--- src/rtl/muldiv_iter_pkg.sv ---
// Shared definitions for the iterative RV32M multiply/divide unit:
// datapath width, funct3 encodings, FSM state encoding and small decode helpers.
package muldiv_iter_pkg;

   localparam int RV_XLEN = 32;

   localparam logic [2:0] F3_MUL    = 3'b000;
   localparam logic [2:0] F3_MULH   = 3'b001;
   localparam logic [2:0] F3_MULHSU = 3'b010;
   localparam logic [2:0] F3_MULHU  = 3'b011;
   localparam logic [2:0] F3_DIV    = 3'b100;
   localparam logic [2:0] F3_DIVU   = 3'b101;
   localparam logic [2:0] F3_REM    = 3'b110;
   localparam logic [2:0] F3_REMU   = 3'b111;

   typedef enum logic [1:0] {
      ST_IDLE = 2'd0,
      ST_CALC = 2'd1,
      ST_FIX  = 2'd2,
      ST_DONE = 2'd3
   } state_e;

   // Divide-class operations all have funct3[2] set.
   function automatic logic f3_is_div(input logic [2:0] f3);
      return f3[2];
   endfunction

   // Only DIV and REM treat their operands as two's-complement values.
   function automatic logic f3_is_signed_div(input logic [2:0] f3);
      return (f3 == F3_DIV) || (f3 == F3_REM);
   endfunction

endpackage

--- src/rtl/muldiv_iter_signfix.sv ---
// Combinational sign handling for muldiv_iter.
// Front half: converts operands to magnitudes and derives the result-sign and
// special-case flags when an operation is launched.
// Back half: applies the final two's-complement correction and the
// divide-by-zero / signed-overflow overrides when the result is formed.
module muldiv_signfix
   import muldiv_iter_pkg::*;
#(
   parameter int XLEN = RV_XLEN
) (
   input  logic [2:0]        op_in,
   input  logic [XLEN-1:0]   src_a,
   input  logic [XLEN-1:0]   src_b,
   output logic [XLEN-1:0]   mag_a,
   output logic [XLEN-1:0]   mag_b,
   output logic              neg_res,
   output logic              div_zero,
   output logic              sgn_ovf,

   input  logic [2:0]        fix_op,
   input  logic [2*XLEN-1:0] fix_prod,
   input  logic [XLEN-1:0]   fix_quot,
   input  logic [XLEN-1:0]   fix_rem,
   input  logic              fix_neg,
   input  logic              fix_div_zero,
   input  logic              fix_ovf,
   input  logic [XLEN-1:0]   fix_a_orig,
   output logic [XLEN-1:0]   fix_result
);

   logic              a_sgn_s;
   logic              b_sgn_s;
   logic              a_neg_s;
   logic              b_neg_s;
   logic [2*XLEN-1:0] prod_fix_s;
   logic [XLEN-1:0]   quot_fix_s;
   logic [XLEN-1:0]   rem_fix_s;

   // Decide which operands are signed and compute their magnitudes and flags.
   always_comb begin
      a_sgn_s = 1'b0;
      b_sgn_s = 1'b0;
      case (op_in)
         F3_MULH:   begin a_sgn_s = 1'b1; b_sgn_s = 1'b1; end
         F3_MULHSU: begin a_sgn_s = 1'b1; b_sgn_s = 1'b0; end
         F3_DIV:    begin a_sgn_s = 1'b1; b_sgn_s = 1'b1; end
         F3_REM:    begin a_sgn_s = 1'b1; b_sgn_s = 1'b1; end
         default:   begin a_sgn_s = 1'b0; b_sgn_s = 1'b0; end
      endcase

      a_neg_s = a_sgn_s & src_a[XLEN-1];
      b_neg_s = b_sgn_s & src_b[XLEN-1];

      if (a_neg_s) begin
         mag_a = ~src_a + {{(XLEN-1){1'b0}}, 1'b1};
      end else begin
         mag_a = src_a;
      end

      if (b_neg_s) begin
         mag_b = ~src_b + {{(XLEN-1){1'b0}}, 1'b1};
      end else begin
         mag_b = src_b;
      end

      // A remainder takes the dividend's sign; everything else the XOR of both.
      case (op_in)
         F3_REM:  neg_res = a_neg_s;
         default: neg_res = a_neg_s ^ b_neg_s;
      endcase

      div_zero = (src_b == {XLEN{1'b0}});
      sgn_ovf  = f3_is_signed_div(op_in)
               && (src_a == {1'b1, {(XLEN-1){1'b0}}})
               && (src_b == {XLEN{1'b1}});
   end

   // Apply sign correction, select the requested half/part, then override special cases.
   always_comb begin
      if (fix_neg) begin
         prod_fix_s = ~fix_prod + {{(2*XLEN-1){1'b0}}, 1'b1};
         quot_fix_s = ~fix_quot + {{(XLEN-1){1'b0}}, 1'b1};
         rem_fix_s  = ~fix_rem  + {{(XLEN-1){1'b0}}, 1'b1};
      end else begin
         prod_fix_s = fix_prod;
         quot_fix_s = fix_quot;
         rem_fix_s  = fix_rem;
      end

      fix_result = {XLEN{1'b0}};
      case (fix_op)
         F3_MUL: begin
            fix_result = prod_fix_s[XLEN-1:0];
         end
         F3_MULH, F3_MULHSU, F3_MULHU: begin
            fix_result = prod_fix_s[2*XLEN-1:XLEN];
         end
         F3_DIV, F3_DIVU: begin
            if (fix_div_zero) begin
               fix_result = {XLEN{1'b1}};
            end else if (fix_ovf) begin
               fix_result = {1'b1, {(XLEN-1){1'b0}}};
            end else begin
               fix_result = quot_fix_s;
            end
         end
         F3_REM, F3_REMU: begin
            if (fix_div_zero) begin
               fix_result = fix_a_orig;
            end else if (fix_ovf) begin
               fix_result = {XLEN{1'b0}};
            end else begin
               fix_result = rem_fix_s;
            end
         end
         default: begin
            fix_result = {XLEN{1'b0}};
         end
      endcase
   end

endmodule

--- src/rtl/muldiv_iter.sv ---
// Iterative RV32M multiply/divide unit. Radix-2 shift-add multiply and
// restoring divide share one operand register pair; every operation takes
// 32 datapath iterations plus a fix-up cycle, so latency is constant.
module muldiv_iter
   import muldiv_iter_pkg::*;
#(
   parameter int XLEN = RV_XLEN
) (
   input  logic            clk,
   input  logic            rst,
   input  logic            start,
   input  logic [2:0]      op,
   input  logic [XLEN-1:0] src_a,
   input  logic [XLEN-1:0] src_b,
   output logic            busy,
   output logic            done,
   output logic [XLEN-1:0] result
);

   state_e            state_q,  state_d;
   logic [5:0]        cnt_q,    cnt_d;
   logic [2:0]        op_q,     op_d;
   // opa: multiplicand for multiply; dividend shifting out / quotient shifting in for divide.
   logic [XLEN-1:0]   opa_q,    opa_d;
   // opb: multiplier shifting right for multiply; constant divisor for divide.
   logic [XLEN-1:0]   opb_q,    opb_d;
   logic [XLEN-1:0]   a_orig_q, a_orig_d;
   logic [2*XLEN-1:0] acc_q,    acc_d;
   logic [XLEN-1:0]   rem_q,    rem_d;
   logic              neg_q,    neg_d;
   logic              dz_q,     dz_d;
   logic              ovf_q,    ovf_d;
   logic              busy_q,   busy_d;
   logic              done_q,   done_d;
   logic [XLEN-1:0]   result_q, result_d;

   logic [XLEN-1:0]   mag_a_s;
   logic [XLEN-1:0]   mag_b_s;
   logic              neg_s;
   logic              dz_s;
   logic              ovf_s;
   logic [XLEN-1:0]   fix_res_s;

   logic [XLEN:0]     mul_sum_s;
   logic [XLEN:0]     div_shl_s;
   logic [XLEN:0]     div_trial_s;

   muldiv_signfix #(
      .XLEN (XLEN)
   ) u_signfix (
      .op_in        (op),
      .src_a        (src_a),
      .src_b        (src_b),
      .mag_a        (mag_a_s),
      .mag_b        (mag_b_s),
      .neg_res      (neg_s),
      .div_zero     (dz_s),
      .sgn_ovf      (ovf_s),
      .fix_op       (op_q),
      .fix_prod     (acc_q),
      .fix_quot     (opa_q),
      .fix_rem      (rem_q),
      .fix_neg      (neg_q),
      .fix_div_zero (dz_q),
      .fix_ovf      (ovf_q),
      .fix_a_orig   (a_orig_q),
      .fix_result   (fix_res_s)
   );

   // Per-iteration arithmetic: carry-keeping upper-half add and divisor trial subtract.
   always_comb begin
      if (opb_q[0]) begin
         mul_sum_s = {1'b0, acc_q[2*XLEN-1:XLEN]} + {1'b0, opa_q};
      end else begin
         mul_sum_s = {1'b0, acc_q[2*XLEN-1:XLEN]};
      end
      div_shl_s   = {rem_q, opa_q[XLEN-1]};
      div_trial_s = div_shl_s - {1'b0, opb_q};
   end

   // Next-state and register-update logic for the IDLE/CALC/FIX/DONE sequence.
   always_comb begin
      state_d  = state_q;
      cnt_d    = cnt_q;
      op_d     = op_q;
      opa_d    = opa_q;
      opb_d    = opb_q;
      a_orig_d = a_orig_q;
      acc_d    = acc_q;
      rem_d    = rem_q;
      neg_d    = neg_q;
      dz_d     = dz_q;
      ovf_d    = ovf_q;
      result_d = result_q;
      busy_d   = 1'b0;
      done_d   = 1'b0;

      case (state_q)
         ST_IDLE: begin
            if (start) begin
               op_d     = op;
               opa_d    = mag_a_s;
               opb_d    = mag_b_s;
               a_orig_d = src_a;
               neg_d    = neg_s;
               dz_d     = dz_s;
               ovf_d    = ovf_s;
               acc_d    = {(2*XLEN){1'b0}};
               rem_d    = {XLEN{1'b0}};
               cnt_d    = 6'd0;
               busy_d   = 1'b1;
               state_d  = ST_CALC;
            end else begin
               state_d  = ST_IDLE;
            end
         end
         ST_CALC: begin
            busy_d = 1'b1;
            if (f3_is_div(op_q)) begin
               // A clear sign bit on the trial means the divisor fits.
               if (!div_trial_s[XLEN]) begin
                  rem_d = div_trial_s[XLEN-1:0];
                  opa_d = {opa_q[XLEN-2:0], 1'b1};
               end else begin
                  rem_d = div_shl_s[XLEN-1:0];
                  opa_d = {opa_q[XLEN-2:0], 1'b0};
               end
            end else begin
               acc_d = {mul_sum_s, acc_q[XLEN-1:1]};
               opb_d = {1'b0, opb_q[XLEN-1:1]};
            end
            if (cnt_q == 6'd31) begin
               cnt_d   = 6'd0;
               state_d = ST_FIX;
            end else begin
               cnt_d   = cnt_q + 6'd1;
            end
         end
         ST_FIX: begin
            busy_d   = 1'b1;
            result_d = fix_res_s;
            state_d  = ST_DONE;
         end
         ST_DONE: begin
            // done is registered, so it is seen the cycle after this state.
            done_d  = 1'b1;
            state_d = ST_IDLE;
         end
         default: begin
            state_d = ST_IDLE;
         end
      endcase
   end

   // State and datapath registers with synchronous reset.
   always_ff @(posedge clk) begin
      if (rst) begin
         state_q  <= ST_IDLE;
         cnt_q    <= 6'd0;
         op_q     <= 3'd0;
         opa_q    <= {XLEN{1'b0}};
         opb_q    <= {XLEN{1'b0}};
         a_orig_q <= {XLEN{1'b0}};
         acc_q    <= {(2*XLEN){1'b0}};
         rem_q    <= {XLEN{1'b0}};
         neg_q    <= 1'b0;
         dz_q     <= 1'b0;
         ovf_q    <= 1'b0;
         busy_q   <= 1'b0;
         done_q   <= 1'b0;
         result_q <= {XLEN{1'b0}};
      end else begin
         state_q  <= state_d;
         cnt_q    <= cnt_d;
         op_q     <= op_d;
         opa_q    <= opa_d;
         opb_q    <= opb_d;
         a_orig_q <= a_orig_d;
         acc_q    <= acc_d;
         rem_q    <= rem_d;
         neg_q    <= neg_d;
         dz_q     <= dz_d;
         ovf_q    <= ovf_d;
         busy_q   <= busy_d;
         done_q   <= done_d;
         result_q <= result_d;
      end
   end

   assign busy   = busy_q;
   assign done   = done_q;
   assign result = result_q;

endmodule

--- config.mk ---
export PLATFORM = sky130hd
export DESIGN_NAME = muldiv_iter
export DESIGN_NICKNAME = d
export VERILOG_FILES = /design/src/rtl/muldiv_iter_pkg.sv /design/src/rtl/muldiv_iter_signfix.sv /design/src/rtl/muldiv_iter.sv
export SDC_FILE = /design/constraint.sdc
export NUM_CORES = 1
export LEC_CHECK = 0
export CORE_UTILIZATION = 56
export DETAILED_ROUTE_END_ITERATION = 10
export PLACE_DENSITY = 0.75
export RECOVER_POWER = 50
export SLEW_MARGIN = 15
export SYNTH_ARGS = -nofsm -noshare
export SYNTH_HDL_FRONTEND = slang
export SYNTH_HIERARCHICAL = 1
export SYNTH_SLANG_ARGS = --single-unit
--- constraint.sdc ---
create_clock -name clk -period 8.9 [get_ports clk]
set_input_delay 1.78 -clock clk [delete_from_list [all_inputs] [get_ports clk]]
set_output_delay 1.78 -clock clk [all_outputs]
set_load 0.05 [all_outputs]
==> flow_metrics.tcl, run 1 <==
set metrics [dict create \
    wl_met3_mm 5.38 \
    synthTopCellsByArea "dfxtp_1 25%, mux2i_1 5.9%, nor2_1 5.5%" \
    hold_class "register to register" \
    p_sw_mw 2.31 \
    worstPathArrival_ns 6.70 \
    yosys_warnings 6 \
    p_int_mw 2.89 \
    slew_viol_final 223 \
    numCtsBuffers 28 \
    slew_headroom_pct -127 \
    highest_layer "met4" \
    violations "capacitance limit, slew limit" \
    numClockSinks 240 \
    synth_area_mm2 0.0189 \
    clk_path_buf_depth 3 \
    rows 66 \
    synth.top_cell.area_share_pct 25.4 \
    async_flop_share_pct 0 \
    crit_required_ns 9.38 \
    rr_worst_depth 9 \
    antenna_found_initial 1 \
    dieArea_mm2 0.0345 \
    mostFrequentLayoutCell "nor2_1" \
    outcome "finished with violations" \
    n_antenna_cell 0 \
    setup_viol 0 \
    fmax_mhz 161 \
    power_mw 5.19 \
    yosysSeqAreaShare_pct 25.4 \
    drt-met1-wl_mm 27.4 \
    crit_end "acc_q[61]" \
    timing.rr.end "acc_q[61]" \
    die_h_um 186 \
    worst_pin_slew_ns 3.41 \
    dp_hpwl_mm 50.2 \
    gr-usage-all-layers_pct 38.6 \
    ys_ff_latch 240 \
    synthFlopType "dfxtp_1" \
    cp-end-kind "register" \
    cts_resized 0 \
    drcViolationCount 0 \
    syn_avg_cell_area_um2 7.67 \
    finalNetCount 2602 \
    cts-hold-fix-buffers 0 \
    p_clk_share_pct 24.1 \
    final_cell_mix "275 x nor2_1, 239 x nand2_1, 239 x dfxtp_1, 175 x a21oi_1, 116 x xnor2_1" \
    synth_top_area_cell "dfxtp_1" \
    crit_path_start_kind "input port" \
    fin_tns_setup_ns 0 \
    hold_violations 0 \
    portBuffers 103 \
    grt_overflow_total 0 \
    combPwrFrac_pct 46.1 \
    area_growth_pct 11.2 \
    detail-route-antenna-nets 0 \
    worstPathMaxFanout 65 \
    wl_per_cell_um 23.2 \
    fin_skew_ns 0.0180 \
    route.vias.total 19700 \
    routabilityCongestion 1.01 \
    rsz0062_at_grt "no" \
    grt_pass1_vias 17800 \
    cts-htree-levels 1 \
    wl_mm 67.8 \
    drt_iter0_drc 1977 \
    synth_edf_count 0 \
    clk_latency_ns 0.57 \
    cap_violations 4 \
    peakVddDrop_mv 0.237 \
    die-width_um 186 \
    syn-instance-count 2467 \
    firstDrtPassIters 6 \
    leakagePower_nw 7.97 \
    coreArea_mm2 0.0329 \
    cts_tree "yes" \
    cts_setup_buffers 0 \
    crit-reg2reg-launch "state_q[1]" \
    pwr_density_cell_mw_per_mm2 247 \
    swShare_pct 44.4 \
    r2r_setup_slack_ns 3.38 \
    io_pins 104 \
    synth.distinct_cells 83 \
    crit_path_start "start" \
    worstHoldPathCells 2 \
    grt_pass1_wl_mm 103 \
    period_share_pct 69.9 \
    utilization_pct 64.0 \
    crit_type "input port to register" \
    clkTransAtPathRegs_ns 0.06 \
    start_util_pct 57.6 \
    drive_above_1_share_pct 4.93 \
    grt_max_degree 83 \
    route.met2.wl_mm 30.4 \
    root_buffer "clkbuf_16" \
    pwr-share-seq_pct 29.8 \
    syn_nets 2614 \
    fin_crit_ns 6.22 \
    viasPerCell 6.76 \
]
==> through the flow <==
step / area [um2] / hold WS (ns) / std cells / setup WS [ns]
6_report: 21000 / 0.461 / 2916 / 2.68
5_1_grt: 21000 / 0.473 / 2916 / 2.53
4_1_cts: 21000 / 0.458 / 2916 / 4.23
3_5_place_dp: 20100 / 0.450 / 2867 / 3.83
3_3_place_gp: 20100 / 0.448 / 2867 / 3.94
2_1_floorplan: 18900 / 0.433 / 2467 / 4.55
==> routing by layer <==
metal / global-route usage (%) / vias up
met5: 0 / -
met4: 23.0 / 0
met3: 4.58 / 227
met2: 61.5 / 960
met1: 49.9 / 9367
li1: - / 9168
==> power by group through the flow <==
stage	registers (mW)	clock network, mW	logic (mW)
6_report	1.55	1.25	2.39
5_1_grt	1.56	1.30	2.59
4_1_cts	1.54	1.26	2.34
3_5_place_dp	1.56	0	2.33
3_3_place_gp	1.55	0	2.28
2_1_floorplan	1.44	0	1.77
==> final cells by class <==
| class | count | area (um2) |
|---|---|---|
| clock buffer | 38 | 798 |
| clock inverter | 11 | 199 |
| fill | 3055 | 11800 |
| inverter | 75 | 282 |
| multi-input combinational | 1986 | 13200 |
| sequential | 240 | 4810 |
| tap | 442 | 553 |
| timing repair buffer | 124 | 1170 |
==> how the worst min path moves through the flow <==
stage / start / endpoint / slack, ns
2_1_floorplan: a_orig_q[18] / a_orig_q[18] / 0.43
3_3_place_gp: a_orig_q[19] / a_orig_q[19] / 0.45
3_5_place_dp: a_orig_q[19] / a_orig_q[19] / 0.45
4_1_cts: a_orig_q[19] / a_orig_q[19] / 0.46
5_1_grt: a_orig_q[7] / a_orig_q[7] / 0.47
6_report: a_orig_q[7] / a_orig_q[7] / 0.46
==> worst max-delay path, cell delays in order <==
cell           delay [ns]
dlygate4sd3_1        0.58
nand2b_1             0.22
o21ai_0              0.53
a21o_2               0.17
clkbuf_1             2.38
nand2_1              0.40
nand3_1              0.26
o21ai_0              0.10
a211oi_1             0.21
==> sequential cells by signal (all words and copies together), names as in the netlist, 2 cells and up <==
signal,flops
acc_q,64
a_orig_q,32
opa_q,32
opb_q,32
rem_q,32
result,32
cnt_q,6
op_q,3
state_q,2
==> cell families (layout without fill, tap and decap cells) <==
group           Yosys count  in the layout  synth area share (%)
compound gates          731            731                  26.8
xor+xnor                192            192                  8.89
fa+ha+maj                77             77                  5.17
buf+inv                 241            248                  5.05
flops                   240            240                  25.4
mux                     127            127                  6.82
simple gates            859            859                  21.9
==> cells in the mapped netlist, types with 10 or more instances <==
library cell	count
a211oi_1	72
a21o_1	27
a21oi_1	177
a221o_1	20
a221oi_1	14
a22oi_1	68
a31oi_1	19
and2_1	14
and3_1	14
buf_1	10
clkbuf_1	145
dfxtp_1	240
ha_1	75
inv_1	75
mux2_2	15
mux2i_1	112
nand2_1	239
nand2b_1	28
nand3_1	36
nand4_1	37
nor2_1	277
nor2b_1	13
nor3_1	61
nor4_1	33
o2111ai_1	10
o211ai_1	38
o21ai_0	74
o21bai_1	12
o221ai_1	10
o22ai_1	19
o31ai_1	46
o41ai_1	42
or3_1	35
or4_1	21
xnor2_1	116
xor2_1	76
No activity file was read; power rests on OpenSTA's default activity.
==> inputs of run 2 (changes only) <==
Settings changed: PLACE_DENSITY 0.75 to 0.78.
Clock period 8.9 ns to 5.5 ns, I/O delays scaled along.
==> run 2 against run 1 <==
  * The run still ends with capacitance limit, slew limit left
  * Non-clock buffer count rose by 7
  * Via count rose by 0.67%
  * Total power rose by 58%
  * Clock skew fell by 0.0087 ns
  * Critical path type unchanged
  * Highest routed layer unchanged
  * Hold slack got worse by 0.0049 ns
==> flow_metrics.tcl, run 2 (synthesis gave the netlist of run 1 again) <==
set metrics [dict create \
    leakagePower_nw 7.93 \
    dieArea_mm2 0.0345 \
    drcViolationCount 0 \
    grt_max_degree 85 \
    peakVddDrop_mv 0.323 \
    io_pins 104 \
    final_cell_mix "275 x nor2_1, 239 x nand2_1, 239 x dfxtp_1, 175 x a21oi_1, 116 x xnor2_1" \
    worstHoldStart "a_orig_q[19]" \
    grt_pass1_vias 18100 \
    slowest_stage "clkbuf_1" \
    viasPerCell 6.79 \
    detail-route-antenna-nets 0 \
    worstHoldPathCells 2 \
    fmax_mhz 225 \
    cts-htree-levels 1 \
    die_h_um 186 \
    cts_resized 0 \
    hold_violations 0 \
    fillers 2998 \
    path_cells "dlygate4sd3_1, nand2b_1, o21ai_0, clkbuf_1, a21oi_4, clkbuf_1, nor2_1, a211oi_1" \
    crit_end "opa_q[22]" \
    cts-hold-fix-buffers 0 \
    worst_pin_slew_ns 3.78 \
    power_mw 8.20 \
    crit_top_cell "clkbuf_1" \
    wl_met3_mm 5.05 \
    crit_path_start "start" \
    clkTransAtPathRegs_ns 0.06 \
    wl_mm 66.6 \
    clk_path_buf_depth 3 \
    start_util_pct 57.6 \
    n_antenna_cell 0 \
    fin_skew_ns 0.00932 \
    setup_viol 0 \
    route.met2.wl_mm 29.7 \
    crit-reg2reg-launch "state_q[0]" \
    crit_type "input port to register" \
    antenna_found_initial 0 \
    rr_worst_depth 9 \
    timing.rr.end "opa_q[22]" \
    cts_setup_buffers 0 \
    wl_per_cell_um 22.8 \
    route.vias.total 19900 \
    period_share_pct 80.9 \
    firstDrtPassIters 6 \
    fin_crit_ns 4.45 \
    rows 66 \
    rsz0062_at_grt "no" \
    crit_required_ns 5.92 \
    drt-met1-wl_mm 26.7 \
    fin_tns_setup_ns 0 \
    outcome "finished with violations" \
    grt_pass1_wl_mm 102 \
    dpl_cell_area_mm2 0.0201 \
    finalNetCount 2608 \
    r2r_setup_slack_ns 1.43 \
    mostFrequentLayoutCell "nor2_1" \
    slew_headroom_pct -152 \
    gr-usage-all-layers_pct 38.2 \
    numClockSinks 240 \
    dp_hpwl_mm 49.8 \
    coreArea_mm2 0.0329 \
    cts_tree "yes" \
    max_stage_delay_ns 1.81 \
    cp-end-kind "register" \
    stdcell_area_mm2 0.0209 \
    root_buffer "clkbuf_16" \
    numCtsBuffers 27 \
    hold_class "register to register" \
    portBuffers 103 \
    area_growth_pct 10.7 \
    grt_overflow_total 0 \
    pwr_density_cell_mw_per_mm2 392 \
    top_register "acc_q" \
    utilization_pct 63.7 \
    die-width_um 186 \
    violations "capacitance limit, slew limit" \
    cap_violations 5 \
    worstPathMaxFanout 64 \
    whs_ns 0.456 \
    largest_register_ff_count 64 \
    clk_latency_ns 0.56 \
    routabilityCongestion 1.02 \
    slew_viol_final 257 \
    crit_path_start_kind "input port" \
    drive_above_1_share_pct 5.16 \
    worstPathArrival_ns 4.87 \
    drt_iter0_drc 2447 \
    highest_layer "met4" \
]
[run 2: critical path: cells and delay by family]
family | cells | cell delay [ns]
buffers and inverters | 3 | 2.70
AND/OR/NAND/NOR | 2 | 0.33
AO/OA/AOI/OAI | 3 | 0.69
[run 2: metal layers]
metal / vias to the layer above / global-route usage, %
met3: 246 / 4.54
li1: 9179 / -
met4: 0 / 26.1
met2: 1010 / 60.5
met5: - / 0
met1: 9420 / 48.3
[run 2: final cells by class]
cell class / count / area (um2) / share of cell area, %
inverters: 75 / 282 / 1.34
repair buffers: 131 / 1220 / 5.84
well taps: 442 / 553 / 2.64
clock inverters: 12 / 77.6 / 0.370
clock buffers: 37 / 783 / 3.74
flip-flops and latches: 240 / 4810 / 23.0
multi-input cells: 1986 / 13200 / 63.1
[run 2: how the worst min path moves through the flow]
stage | to | slack, ns
after floorplan | a_orig_q[18] | 0.43
after global placement | a_orig_q[19] | 0.45
after detailed placement | a_orig_q[19] | 0.45
after CTS | a_orig_q[19] | 0.46
after global routing | a_orig_q[19] | 0.48
final | a_orig_q[19] | 0.46
[run 2: metrics by stage]
stage,cells,setup slack [ns]
CTS,2923,1.51
floorplan,2467,1.83
finish,2923,1.05
detailed placement,2874,1.09
global placement,2874,1.21
global route,2923,0.704
[run 2: where the power goes]
| part | internal [mW] | leakage, nW | switching [mW] |
|---|---|---|---|
| Combinational | 1.43 | 5.55 | 2.47 |
| Sequential | 2.03 | 1.96 | 0.493 |
| Clock | 0.995 | 0.419 | 0.778 |
